## src/rtl/seq_det_pkg.sv

```systemverilog
// seq_det_pkg: shared definitions for the multi-channel 111010 detector.
//   state_t  - 3-bit encoding of the detector context (prefix length matched)
//   S0..S5   - context encodings, S<n> = first n pattern bits seen
//   PATTERN  - the detected sequence, oldest bit first (MSB)
package seq_det_pkg;

  typedef logic [2:0] state_t;

  localparam state_t S0 = 3'd0;
  localparam state_t S1 = 3'd1;
  localparam state_t S2 = 3'd2;
  localparam state_t S3 = 3'd3;
  localparam state_t S4 = 3'd4;
  localparam state_t S5 = 3'd5;

  localparam logic [5:0] PATTERN = 6'b111010;

endpackage

```

## src/rtl/seq_det_step.sv

```systemverilog
// seq_det_step: combinational step function of the overlapping Mealy
// detector for PATTERN. It holds no state; the caller supplies the channel
// context and stores the returned next context.
//   st_i    in  current context (S0..S5)
//   bit_i   in  incoming serial bit
//   nxt_o   out next context
//   match_o out pattern completed by this bit
module seq_det_step
  import seq_det_pkg::*;
(
  input  state_t st_i,
  input  logic   bit_i,
  output state_t nxt_o,
  output logic   match_o
);

  always_comb begin
    nxt_o   = S0;
    match_o = 1'b0;
    case (st_i)
      S0: nxt_o = bit_i ? S1 : S0;
      S1: nxt_o = bit_i ? S2 : S0;
      S2: nxt_o = bit_i ? S3 : S0;
      // "1111" still ends in "111"
      S3: nxt_o = bit_i ? S3 : S4;
      S4: nxt_o = bit_i ? S5 : S0;
      S5: begin
        // "111011" keeps "11"; a completed match leaves no reusable prefix
        if (bit_i) begin
          nxt_o = S2;
        end else begin
          nxt_o   = S0;
          match_o = 1'b1;
        end
      end
      default: nxt_o = S0;
    endcase
  end

endmodule

```

## src/rtl/seq_det_rr_sched.sv

```systemverilog
// seq_det_rr_sched: one 111010 detector step shared round-robin between NCH
// serial streams. Each channel keeps its own saved context, so streams are
// detected independently; an ungranted channel simply stalls.
// Optional feature macro: SEQ_DET_HITCNT_EN (adds hit_cnt / cnt_clr).
//   clk       in  clock, rising edge
//   rst       in  asynchronous active-high reset
//   cnt_clr   in  sync clear of hit_cnt            (SEQ_DET_HITCNT_EN)
//   hit_cnt   out saturating detection count       (SEQ_DET_HITCNT_EN)
//   ch_valid  in  channel i presents ch_bit[i]
//   ch_bit    in  serial bit per channel
//   ch_clear  in  sync clear of channel i context
//   ch_ready  out one-hot grant, bit consumed at this edge
//   det_out   out registered detection pulse
//   det_ch    out channel of last detection (holds otherwise)
module seq_det_rr_sched
  import seq_det_pkg::*;
#(
  parameter int NCH  = 4,
  parameter int CW   = 2,
  parameter int CNTW = 8
) (
  input  logic            clk,
  input  logic            rst,
`ifdef SEQ_DET_HITCNT_EN
  input  logic            cnt_clr,
  output logic [CNTW-1:0] hit_cnt,
`endif
  input  logic [NCH-1:0]  ch_valid,
  input  logic [NCH-1:0]  ch_bit,
  input  logic [NCH-1:0]  ch_clear,
  output logic [NCH-1:0]  ch_ready,
  output logic            det_out,
  output logic [CW-1:0]   det_ch
);

  state_t [NCH-1:0] st_q, st_d;
  logic   [CW-1:0]  ptr_q, ptr_d;
  logic             det_q;
  logic   [CW-1:0]  det_ch_q;

  logic   [NCH-1:0] elig, gnt;
  logic             gnt_any, hi_found, lo_found;
  logic   [CW-1:0]  gnt_idx, hi_idx, lo_idx;
  state_t           step_nxt;
  logic             step_match, match_v;

  // Round-robin: the lowest eligible index at or above ptr wins, otherwise
  // the lowest eligible index overall (wrap-around).
  always_comb begin
    elig     = ch_valid & ~ch_clear;
    hi_found = 1'b0;
    lo_found = 1'b0;
    hi_idx   = '0;
    lo_idx   = '0;
    for (int i = 0; i < NCH; i++) begin
      if (elig[i] && !hi_found && (CW'(i) >= ptr_q)) begin
        hi_found = 1'b1;
        hi_idx   = CW'(i);
      end
      if (elig[i] && !lo_found) begin
        lo_found = 1'b1;
        lo_idx   = CW'(i);
      end
    end
    gnt_any = (hi_found | lo_found) & ~rst;
    gnt_idx = hi_found ? hi_idx : lo_idx;
    for (int i = 0; i < NCH; i++) begin
      gnt[i] = gnt_any && (gnt_idx == CW'(i));
    end
  end

  assign ch_ready = gnt;

  seq_det_step u_step (
    .st_i    (st_q[gnt_idx]),
    .bit_i   (ch_bit[gnt_idx]),
    .nxt_o   (step_nxt),
    .match_o (step_match)
  );

  assign match_v = gnt_any & step_match;

  always_comb begin
    ptr_d = ptr_q;
    if (gnt_any) begin
      ptr_d = (gnt_idx == CW'(NCH - 1)) ? '0 : gnt_idx + CW'(1);
    end
    for (int i = 0; i < NCH; i++) begin
      st_d[i] = st_q[i];
      if (ch_clear[i]) begin
        st_d[i] = S0;
      end else if (gnt[i]) begin
        st_d[i] = step_nxt;
      end
    end
  end

  always_ff @(posedge clk or posedge rst) begin
    if (rst) begin
      for (int i = 0; i < NCH; i++) st_q[i] <= S0;
      ptr_q    <= '0;
      det_q    <= 1'b0;
      det_ch_q <= '0;
    end else begin
      st_q  <= st_d;
      ptr_q <= ptr_d;
      det_q <= match_v;
      if (match_v) det_ch_q <= gnt_idx;
    end
  end

  assign det_out = det_q;
  assign det_ch  = det_ch_q;

`ifdef SEQ_DET_HITCNT_EN
  logic [CNTW-1:0] hit_q;

  // Counts each det_out pulse as it is presented; clear wins.
  always_ff @(posedge clk or posedge rst) begin
    if (rst) begin
      hit_q <= '0;
    end else if (cnt_clr) begin
      hit_q <= '0;
    end else if (det_q && (hit_q != '1)) begin
      hit_q <= hit_q + CNTW'(1);
    end
  end

  assign hit_cnt = hit_q;
`else
  logic unused_cntw;
  assign unused_cntw = (CNTW > 0);
`endif

endmodule
```

## config.mk

```make
export PLATFORM = sky130hd
export DESIGN_NAME = seq_det_rr_sched
export DESIGN_NICKNAME = d
export VERILOG_FILES = /design/src/rtl/seq_det_pkg.sv /design/src/rtl/seq_det_step.sv /design/src/rtl/seq_det_rr_sched.sv
export SDC_FILE = /design/constraint.sdc
export NUM_CORES = 1
export LEC_CHECK = 0
export ABC_AREA = 1
export CELL_PAD_IN_SITES_DETAIL_PLACEMENT = 0
export CELL_PAD_IN_SITES_GLOBAL_PLACEMENT = 1
export CORE_UTILIZATION = 39
export CTS_CLUSTER_SIZE = 28
export DETAILED_ROUTE_END_ITERATION = 8
export MAX_ROUTING_LAYER = met4
export PLACE_DENSITY_LB_ADDON = 0.1
export SETUP_SLACK_MARGIN = 0.5
export SLEW_MARGIN = 30
export SYNTH_ARGS = -nofsm -noshare
export SYNTH_HDL_FRONTEND = slang
export SYNTH_HIERARCHICAL = 1
export SYNTH_SLANG_ARGS = --single-unit
```

## constraint.sdc

```tcl
create_clock -name clk -period 2.5 [get_ports clk]
set_input_delay 0.625 -clock clk [delete_from_list [all_inputs] [get_ports clk]]
set_output_delay 0.625 -clock clk [all_outputs]
set_load 0.01 [all_outputs]
```

==> flow_metrics.py <==
metrics = {
    "status": {
        "status": "finished clean",
    },
    "place": {
        "port_buffers": 20,
        "routabilityCongestion": 0.8023,
        "dpl.cell_count": 264,
        "place_hpwl_um": 2655,
    },
    "synth": {
        "postSynthCellCount": 175,
        "synth_area_leaders": "dfrtp_1 32%, nand3_1 12%, inv_1 9.7%, nand2_2 8.5%, nand2_1 6.5%",
        "synth_area_sq_um": 1321,
        "synth_top_family_by_area": "simple AND/OR/NAND/NOR gates",
        "synthFlopType": "dfrtp_1",
        "syn_avg_cell_area_sq_um": 7.550,
        "synthTopCellsByCount": "34 x inv_1, 32 x nand3_1, 23 x nand2_1",
        "yosysMostFrequentCell": "inv_1",
        "async_flop_share": 1.000,
        "synth_edf_count": 0,
        "synth.mux.area_fraction": 0,
        "synth_top_area_frac": 0.3220,
        "synthAdderAreaFrac": 0.03788,
        "synth-seq-cells": 17,
        "yosysWarnings": 6,
        "ys_seq_area_frac": 0.3220,
        "syn-num-nets": 193,
        "post-synth-top-area-cell": "dfrtp_1",
        "synth_compound_area_frac": 0.07670,
        "synth-xor-area-share": 0,
        "ys_types": 23,
        "synth_simple_gate_area_frac": 0.4328,
    },
    "global_routing": {
        "grt_max_degree": 18,
        "grt_pass1_wl_um": 5802,
        "grt_pass1_vias": 1279,
        "grt_usage": 0.2286,
        "overflow": 0,
        "antenna_found_initial": 0,
    },
    "cells_and_area": {
        "fin_util": 0.7168,
        "nFillCells": 246,
        "drive_gt1_frac": 0.6515,
        "regArea_sq_um": 425.4,
        "nNetsFinal": 260,
        "multi_input_area_sq_um": 1001,
        "n_antenna_cell": 0,
        "fin_cells": 285,
        "areaGrowthSynthToFinish_pct": 69.70,
    },
    "power_and_ir_drop": {
        "ir_drop_mv": 0.4137,
        "leakage_uw": 0.001045,
        "p_per_area_nw_per_um2": 759.7,
    },
    "drt": {
        "drt_pre_antenna_iters": 4,
        "drt_iter0_markers": 39,
        "met1Wirelength_um": 1534,
        "vias": 1377,
        "detail-route-antenna-nets": 0,
        "wl_met2_um": 2147,
        "via_per_inst": 4.832,
        "dr.max_layer_used": "met4",
        "wl_per_cell_um": 13.44,
        "drc": 0,
        "met3_length_um": 129,
        "wirelength_um": 3831,
    },
    "worst_setup_path": {
        "regToRegStartpoint": "ptr_q[0]$_DFFE_PP0P_",
        "crit_chain": "buf_6 > inv_12 > nor2_4 > nand2_2 > nand2_4 > nor2_4 > nand2_4 > nand2_4 > buf_6 > ha_4 > inv_2 > nor2_4 > buf_6",
        "endpoint_kind": "output port",
        "cp.required_ns": 1.88,
        "reg2reg_slack_ns": 0.16,
        "reg2reg_to": "det_ch[0]$_DFFE_PP0P_",
        "worst-r2r-cell-count": 18,
        "start_kind": "input pin",
        "critPathMaxStageDelay_ns": 0.20,
        "critPathKind": "input pin to output port",
        "cp_data_arrival_time_ns": 1.85,
        "setup.worst_path.end": "ch_ready[2]",
        "slowest_stage": "nor2_4",
        "critPathLaunch": "ch_valid[0]",
        "path_max_fanout": 4,
    },
    "die": {
        "placement_rows": 20,
        "coreArea_sq_um": 3128,
        "initial_core_util": 0.4224,
        "die-height_um": 60.21,
        "ioPinCount": 21,
        "design.die.area_sq_um": 3625,
        "die_width_um": 60.21,
    },
    "sta": {
        "rsz0062_at_grt": "true",
        "hold_ws_ns": 0.5069,
        "fin_skew_ns": 0.002768,
        "setup_viol": 0,
        "fmax_ghz": 0.4039,
        "tightest_slew_ns": 0.2296,
        "slew_headroom": 0.8470,
        "final-max-slew-violation-count": 0,
        "fin_tns_setup_ns": 0,
        "period_minus_slack_ns": 2.476,
        "hold_violations": 0,
        "finalCritPeriodShare": 0.9904,
    },
    "clocking": {
        "cts_root_buf": "clkbuf_4",
        "path_clk_slew_ns": 0.11,
        "cts_tree": "yes",
        "clock-sinks": 17,
        "clk_path_buf_depth": 2,
        "clock_latency_ns": 0.30,
        "htreeDepth": 1,
        "numCtsBuffers": 3,
    },
    "job": {
        "maxCapViolCount": 0,
    },
    "worst_hold_path": {
        "hold_class": "register to register",
    },
}
## per-stage QoR
step                      power, uW  cell area (sq um)  setup WS [ns]
after global placement         1100               1814        -0.8959
after CTS                      1363               1949        0.04250
after floorplan               817.5               1384         0.2736
after global routing           1798               2242       -0.04503
after detailed placement       1113               1814        -0.8960
final                          1703               2242        0.02409
## metal layers
layer | up-vias | GRT usage
li1 | 682 | -
met1 | 663 | 0.2726
met2 | 28 | 0.3956
met3 | 4 | 0.04113
met4 | 0 | 0.05316
met5 | - | -
## flip-flops by register name, summed over array words and instances (netlist names)
signal,count
det_ch,2
ptr_q,2
st_q,12
det_out,1
## worst min path at each step
stage                           from               endpoint  slack (ns)  cells past startpoint
3_3_place_gp   det_ch[1]$_DFFE_PP0P_  det_ch[1]$_DFFE_PP0P_        0.47                      2
3_5_place_dp   det_ch[0]$_DFFE_PP0P_  det_ch[0]$_DFFE_PP0P_        0.48                      1
4_1_cts        det_ch[1]$_DFFE_PP0P_  det_ch[1]$_DFFE_PP0P_        0.51                      2
2_1_floorplan   ptr_q[0]$_DFFE_PP0P_   ptr_q[0]$_DFFE_PP0P_        0.47                      2
5_1_grt        det_ch[0]$_DFFE_PP0P_  det_ch[0]$_DFFE_PP0P_        0.52                      1
6_report       det_ch[0]$_DFFE_PP0P_  det_ch[0]$_DFFE_PP0P_        0.51                      1
## final cells by class
type | instances | share of cell area
inverter | 40 | 0.08147
sequential | 17 | 0.1897
tap | 44 | 0.02455
timing repair buffer | 63 | 0.2455
multi-input combinational | 117 | 0.4464
clock buffer | 3 | 0.01004
clock inverter | 1 | 0.002232
## worst max-delay path: cells and delay by family
family	cells	cell delay [ns]
AND/OR/NAND/NOR	7	0.67
adder cells (fa/ha/maj)	1	0.13
buffers and inverters	5	0.41
## timing repair
action / 4_1_cts / 5_1_grt
buffers inserted: 9 / 8
gates cloned: 0 / 0
resized for setup: 72 / 59
hold endpoints to repair: 0 / 0
hold buffers: 0 / 0
setup endpoints to repair: 20 / 19
pin swaps: 14 / 31
## power by group
part           switching, uW  leakage [uW]  internal, uW
Sequential              27.6      0.000231           313
Clock                   95.8     0.0000177          59.6
Combinational            654      0.000796           553
## cell usage in the layout (no fill, tap or decap), types with 3 or more instances in the layout
master / instances
nand2_4: 9
buf_6: 16
o21ai_2: 11
nor2_4: 11
nand3_1: 22
clkdlybuf4s50_1: 8
clkbuf_4: 3
ha_4: 4
nand2_2: 24
inv_1: 19
buf_2: 7
inv_2: 14
nand2_1: 11
dfrtp_1: 17
buf_4: 30
nand3_2: 9
nand3_4: 3
inv_4: 4
## kinds of logic (layout without fill, tap and decap cells)
| kind of cell | after synthesis | after routing |
|---|---|---|
| AO/OA/AOI/OAI | 19 | 19 |
| buffers and inverters | 41 | 107 |
| AND/OR/NAND/NOR | 94 | 94 |
| flip-flops | 17 | 17 |
| adder cells (fa/ha/maj) | 4 | 4 |
(Power assumes the default switching activity.)
==> RTL edit 1 (config.mk and constraints unchanged) <==
Change the parameter `NCH` from 4 to 8.
--- a/src/rtl/seq_det_rr_sched.sv
+++ b/src/rtl/seq_det_rr_sched.sv
@@ -15,7 +15,7 @@
 module seq_det_rr_sched
   import seq_det_pkg::*;
 #(
-  parameter int NCH  = 4,
+  parameter int NCH  = 8,
   parameter int CW   = 2,
   parameter int CNTW = 8
 ) (
Interface: changed (resized ch_bit, ch_clear, ch_ready and ch_valid); port bits go from 21 to 37. The function was not compared with the original's and may differ.
==> RTL edit 1 against the unedited design <==
- the run now ends with setup timing left
- wire length grew 18%
- final cell count grew 21%
- power grew 19%
- final area grew 7.9%
- worst setup slack lost 0.26 ns
- highest routed layer unchanged
- die area grew 8.0%
- sequential cell count is the same
- area after synthesis grew 8.3%
==> RTL edit 1: results (changes against the unedited design) <==
status: "finished, violations left"  # was finished, final reports clean
violations: "setup timing"
grt_pass1_wl_microns: 7690  # was 5800 microns
drtIter0Drc: 116  # was 39
place_ws_ns: -1.06  # was -0.896 ns
gp_congestion: 0.826  # was 0.802
grt_usage_pct: 25.6  # was 22.9%
synth_nets: 241  # was 193
final_nets: 329  # was 260
ir_drop_mv: 0.602  # was 0.414 mV
worstPathArrival_ns: 2.11  # was 1.85 ns
synth_area_leaders: "dfrtp_1 30%, nand2_1 14%, inv_1 11%"  # was dfrtp_1 32%, nand3_1 12%, inv_1 9.7%
num_vias: 1658  # was 1377
synthTopCellsByCount: "54 x nand2_1, 42 x inv_1, 22 x nand3_1, 17 x dfrtp_1, 14 x nand2_2"  # was 34 x inv_1, 32 x nand3_1, 23 x nand2_1, 18 x nand2_2, 17 x dfrtp_1
drtPass1Iterations: 4  # unchanged
hpwlAfterDp_microns: 3280  # was 2650 microns
layout-drive-gt1-share_pct: 53.0  # was 65.1%
p_sw_uw: 920  # was 777 uW
n_fill_cell: 297  # was 246
place.port_buffers: 32  # was 20
setup_slack_ns: -0.237  # was 0.0241 ns
power_leakage_uw: 0.00127  # was 0.00105 uW
tns_ns: -1.88  # was 0 ns
worst_slew_pin_slew_ns: 0.223  # was 0.230 ns
wl_per_cell_microns: 13.1  # was 13.4 microns
setup_viol: 19  # was 0
==> RTL edit 1: cell types whose count changed in the layout (fill, tap and decap cells not counted), sizes merged, moves of 2 or more <==
cell         before  now
nand2            45   72
nand4             0    2
inv              39   46
nand3            34   27
dlygate4sd2       0    7
buf              54   71
nor2             14   16
==> RTL edit 1: cell type report <==
class / instances / area (sq um) / area share (%)
Multi-Input combinational cell: 143 / 1000 / 41.4
Timing Repair Buffer: 88 / 718 / 29.7
Tap cell: 46 / 57.6 / 2.38
Clock inverter: 1 / 5.00 / 0.207
Inverter: 46 / 188 / 7.76
Sequential cell: 17 / 425 / 17.6
Clock buffer: 3 / 22.5 / 0.931
==> RTL edit 1: path summary, 6_finish.rpt <==
check / slack [ns] / startpoint / end / depth (start not counted)
hold / removal: 0.50 / det_ch[1] / det_ch[1] / 1
max in group asynchronous: 1.62 / rst / st_q[0] / 3
setup reg to reg: -0.10 / ptr_q[1] / det_ch[1] / 20
setup / recovery: -0.24 / ptr_q[1] / ch_ready[2] / 12
min in group asynchronous: 0.69 / rst / st_q[11] / 3
hold reg to reg: 0.50 / det_ch[1] / det_ch[1] / 1
==> RTL edit 1: metrics by stage <==
step	area, sq um	cells	total power [uW]	hold slack (ns)
2_1_floorplan	1520	211	1070	0.482
3_3_place_gp	2080	317	1470	0.478
3_5_place_dp	2080	317	1510	0.484
4_1_cts	2380	342	1960	0.504
5_1_grt	2420	344	2160	0.518
6_report	2420	344	2020	0.498
==> RTL edit 1: timing repair <==
action	CTS	global route
resized for setup	122	7
endpoints found under the setup margin	25	23
pin swaps	42	9
hold endpoints to repair	0	0
buffers inserted	21	2
==> RTL edit 1: cell families after synthesis <==
group	count (synthesis)	share of synthesized area (%)
buffers and inverters	51	15.6
flip-flops	17	29.7
AO/OA/AOI/OAI	20	7.78
AND/OR/NAND/NOR	119	43.4
adder cells (fa/ha/maj)	4	3.50
==> RTL edit 1: worst max-delay path: stages (launching register included) <==
cell and delay [ns]:
dfrtp_1 0.42, nor2_2 0.09, nand2_2 0.09, nand2_2 0.07
nor2_4 0.20, nand4_1 0.20, nand2_4 0.14, nand2_8 0.07
buf_6 0.13, ha_4 0.15, nand2_4 0.08, inv_4 0.04
buf_6 0.11
==> RTL edit 1: routing by layer <==
metal / vias to the layer above / global-route usage, % / part of all wire [%]
met1: 767 / 28.4 / 38
met3: 13 / 2.01 / 4.8
li1: 820 / - / -
met5: - / - / 0
met2: 58 / 48.1 / 55
met4: 0 / 7.85 / 2.8
==> RTL edit 1: power by group through the flow <==
stage / clock [uW] / combinational (uW) / sequential, uW
global route: 164 / 1630 / 362
floorplan: 0 / 707 / 361
global placement: 0 / 1120 / 355
CTS: 154 / 1450 / 356
detailed placement: 0 / 1150 / 357
finish: 153 / 1510 / 357
==> RTL edit 2 (config.mk and constraints unchanged) <==
Made on the original files. Build with the macro `SEQ_DET_HITCNT_EN` defined.
--- a/src/rtl/seq_det_rr_sched.sv
+++ b/src/rtl/seq_det_rr_sched.sv
@@ -12,6 +12,8 @@
 //   ch_ready  out one-hot grant, bit consumed at this edge
 //   det_out   out registered detection pulse
 //   det_ch    out channel of last detection (holds otherwise)
+`define SEQ_DET_HITCNT_EN
+
 module seq_det_rr_sched
   import seq_det_pkg::*;
 #(
Ports: changed (added cnt_clr and hit_cnt); port bits go from 21 to 30. The function was not compared with the original's and may differ.
==> RTL edit 2 against the unedited design <==
- die area rose by 28%
- first-iteration DRC count rose by 72%
- clock power rose by 59%
- area after synthesis rose by 29%
- critical path depth down 1
- final area is 19% higher
- wire length is 16% higher
- register-to-register slack gained 0.24 ns
- combinational power is 33% lower
- worst setup slack better by 0.041 ns
- power shrank 11%
- sequential cell count up 8
- via count increased by 20%
==> RTL edit 2: results (changes against the unedited design) <==
status: "finished, final reports clean"  # unchanged
drtIter0Drc: 67  # was 39
r2r_cells: 15  # was 18
synthDistinctLibCells: 25  # was 23
rrSetupSlack_ns: 0.40  # was 0.16 ns
dpl_cell_area_sq_mm: 0.00237  # was 0.00181 sq mm
clkTransAtPathRegs_ns: 0.09  # was 0.11 ns
hold_depth: 2  # was 1
r2r_start: "ptr_q[1]"  # was ptr_q[0]
layout-drive-gt1-share_pct: 43.7  # was 65.1%
grt_usage_pct: 21.1  # was 22.9%
worstPathMaxFanout: 3  # was 4
clkLatencyLatePin_ns: 0.27  # was 0.30 ns
ir_drop_mv: 0.315  # was 0.414 mV
synthTopCellsByCount: "54 x nand2_1, 43 x inv_1, 34 x nand3_1, 25 x dfrtp_1, 12 x nor2_1"  # was 34 x inv_1, 32 x nand3_1, 23 x nand2_1, 18 x nand2_2, 17 x dfrtp_1
wirelength_microns: 4440  # was 3830 microns
synth_xor_xnor_area_share_pct: 1.03  # was 0%
worstHoldEndpoint: "det_ch[1]"  # was det_ch[0]
grt_pass1_wl_microns: 7020  # was 5800 microns
holdCritStartpoint: "det_ch[1]"  # was det_ch[0]
gp_congestion: 0.807  # was 0.802
synthAdderAreaFrac_pct: 3.68  # was 3.79%
num_vias: 1657  # was 1377
root_buffer: "clkbuf_8"  # was clkbuf_4
post_cts_buffers: 7  # was 9
power_leakage_uw: 0.00125  # was 0.00105 uW
grt_pass1_vias: 1489  # was 1279
synth_area_leaders: "dfrtp_1 37%, nand2_1 12%, nand3_1 10%"  # was dfrtp_1 32%, nand3_1 12%, inv_1 9.7%
grt_use_met1_pct: 27.3  # about the same
synth-compound-area-share_pct: 8.53  # was 7.67%
worstPathArrival_ns: 1.81  # was 1.85 ns
use_met3_pct: 2.50  # was 4.11%
==> RTL edit 2: changes by cell type after synthesis, sizes merged, moves of 4 or more <==
cell / delta
o21ai: +7
nand4: +4
nor2: +6
dfrtp: +8
nand2: +21
inv: +11
==> RTL edit 2: stage by stage <==
| step | total power, uW | instances | util, % | hold WS, ns | setup WS [ns] |
|---|---|---|---|---|---|
| global placement | 1080 | 336 | 58.1 | 0.461 | -0.719 |
| floorplan | 870 | 238 | - | 0.476 | 0.348 |
| finish | 1520 | 350 | 65.1 | 0.486 | 0.0651 |
| detailed placement | 1090 | 336 | 58.1 | 0.466 | -0.735 |
| CTS | 1420 | 347 | 62.5 | 0.491 | 0.0385 |
| global route | 1610 | 350 | 65.1 | 0.507 | 0.00220 |
==> RTL edit 2: critical path: stages <==
cell and delay (ns):
buf_6 0.10, buf_8 0.13, inv_12 0.04, nor2_4 0.03
nand2_2 0.08, nand2_4 0.07, a31oi_4 0.22, buf_6 0.15
ha_4 0.14, inv_4 0.03, nor2_4 0.08, buf_6 0.11
==> RTL edit 2: how the worst max path moves through the flow <==
stage	end	slack, ns	cells past startpoint
final	ch_ready[3]	0.07	12
after global routing	ch_ready[3]	0.002	12
after CTS	ch_ready[3]	0.04	10
after detailed placement	ch_ready[3]	-0.73	14
after global placement	ch_ready[3]	-0.72	14
after floorplan	ch_ready[2]	0.35	10
==> RTL edit 2: final cells by class <==
| cell class | instances | area share [%] |
|---|---|---|
| Tap cell | 50 | 2.35 |
| Inverter | 51 | 9.64 |
| Timing Repair Buffer | 59 | 21.0 |
| Sequential cell | 25 | 23.5 |
| Clock buffer | 4 | 1.69 |
| Multi-Input combinational cell | 161 | 41.8 |
==> RTL edit 2: report_power, final <==
group	internal (uW)	switching, uW
combinational	348	461
sequential	439	23.2
clock	114	133
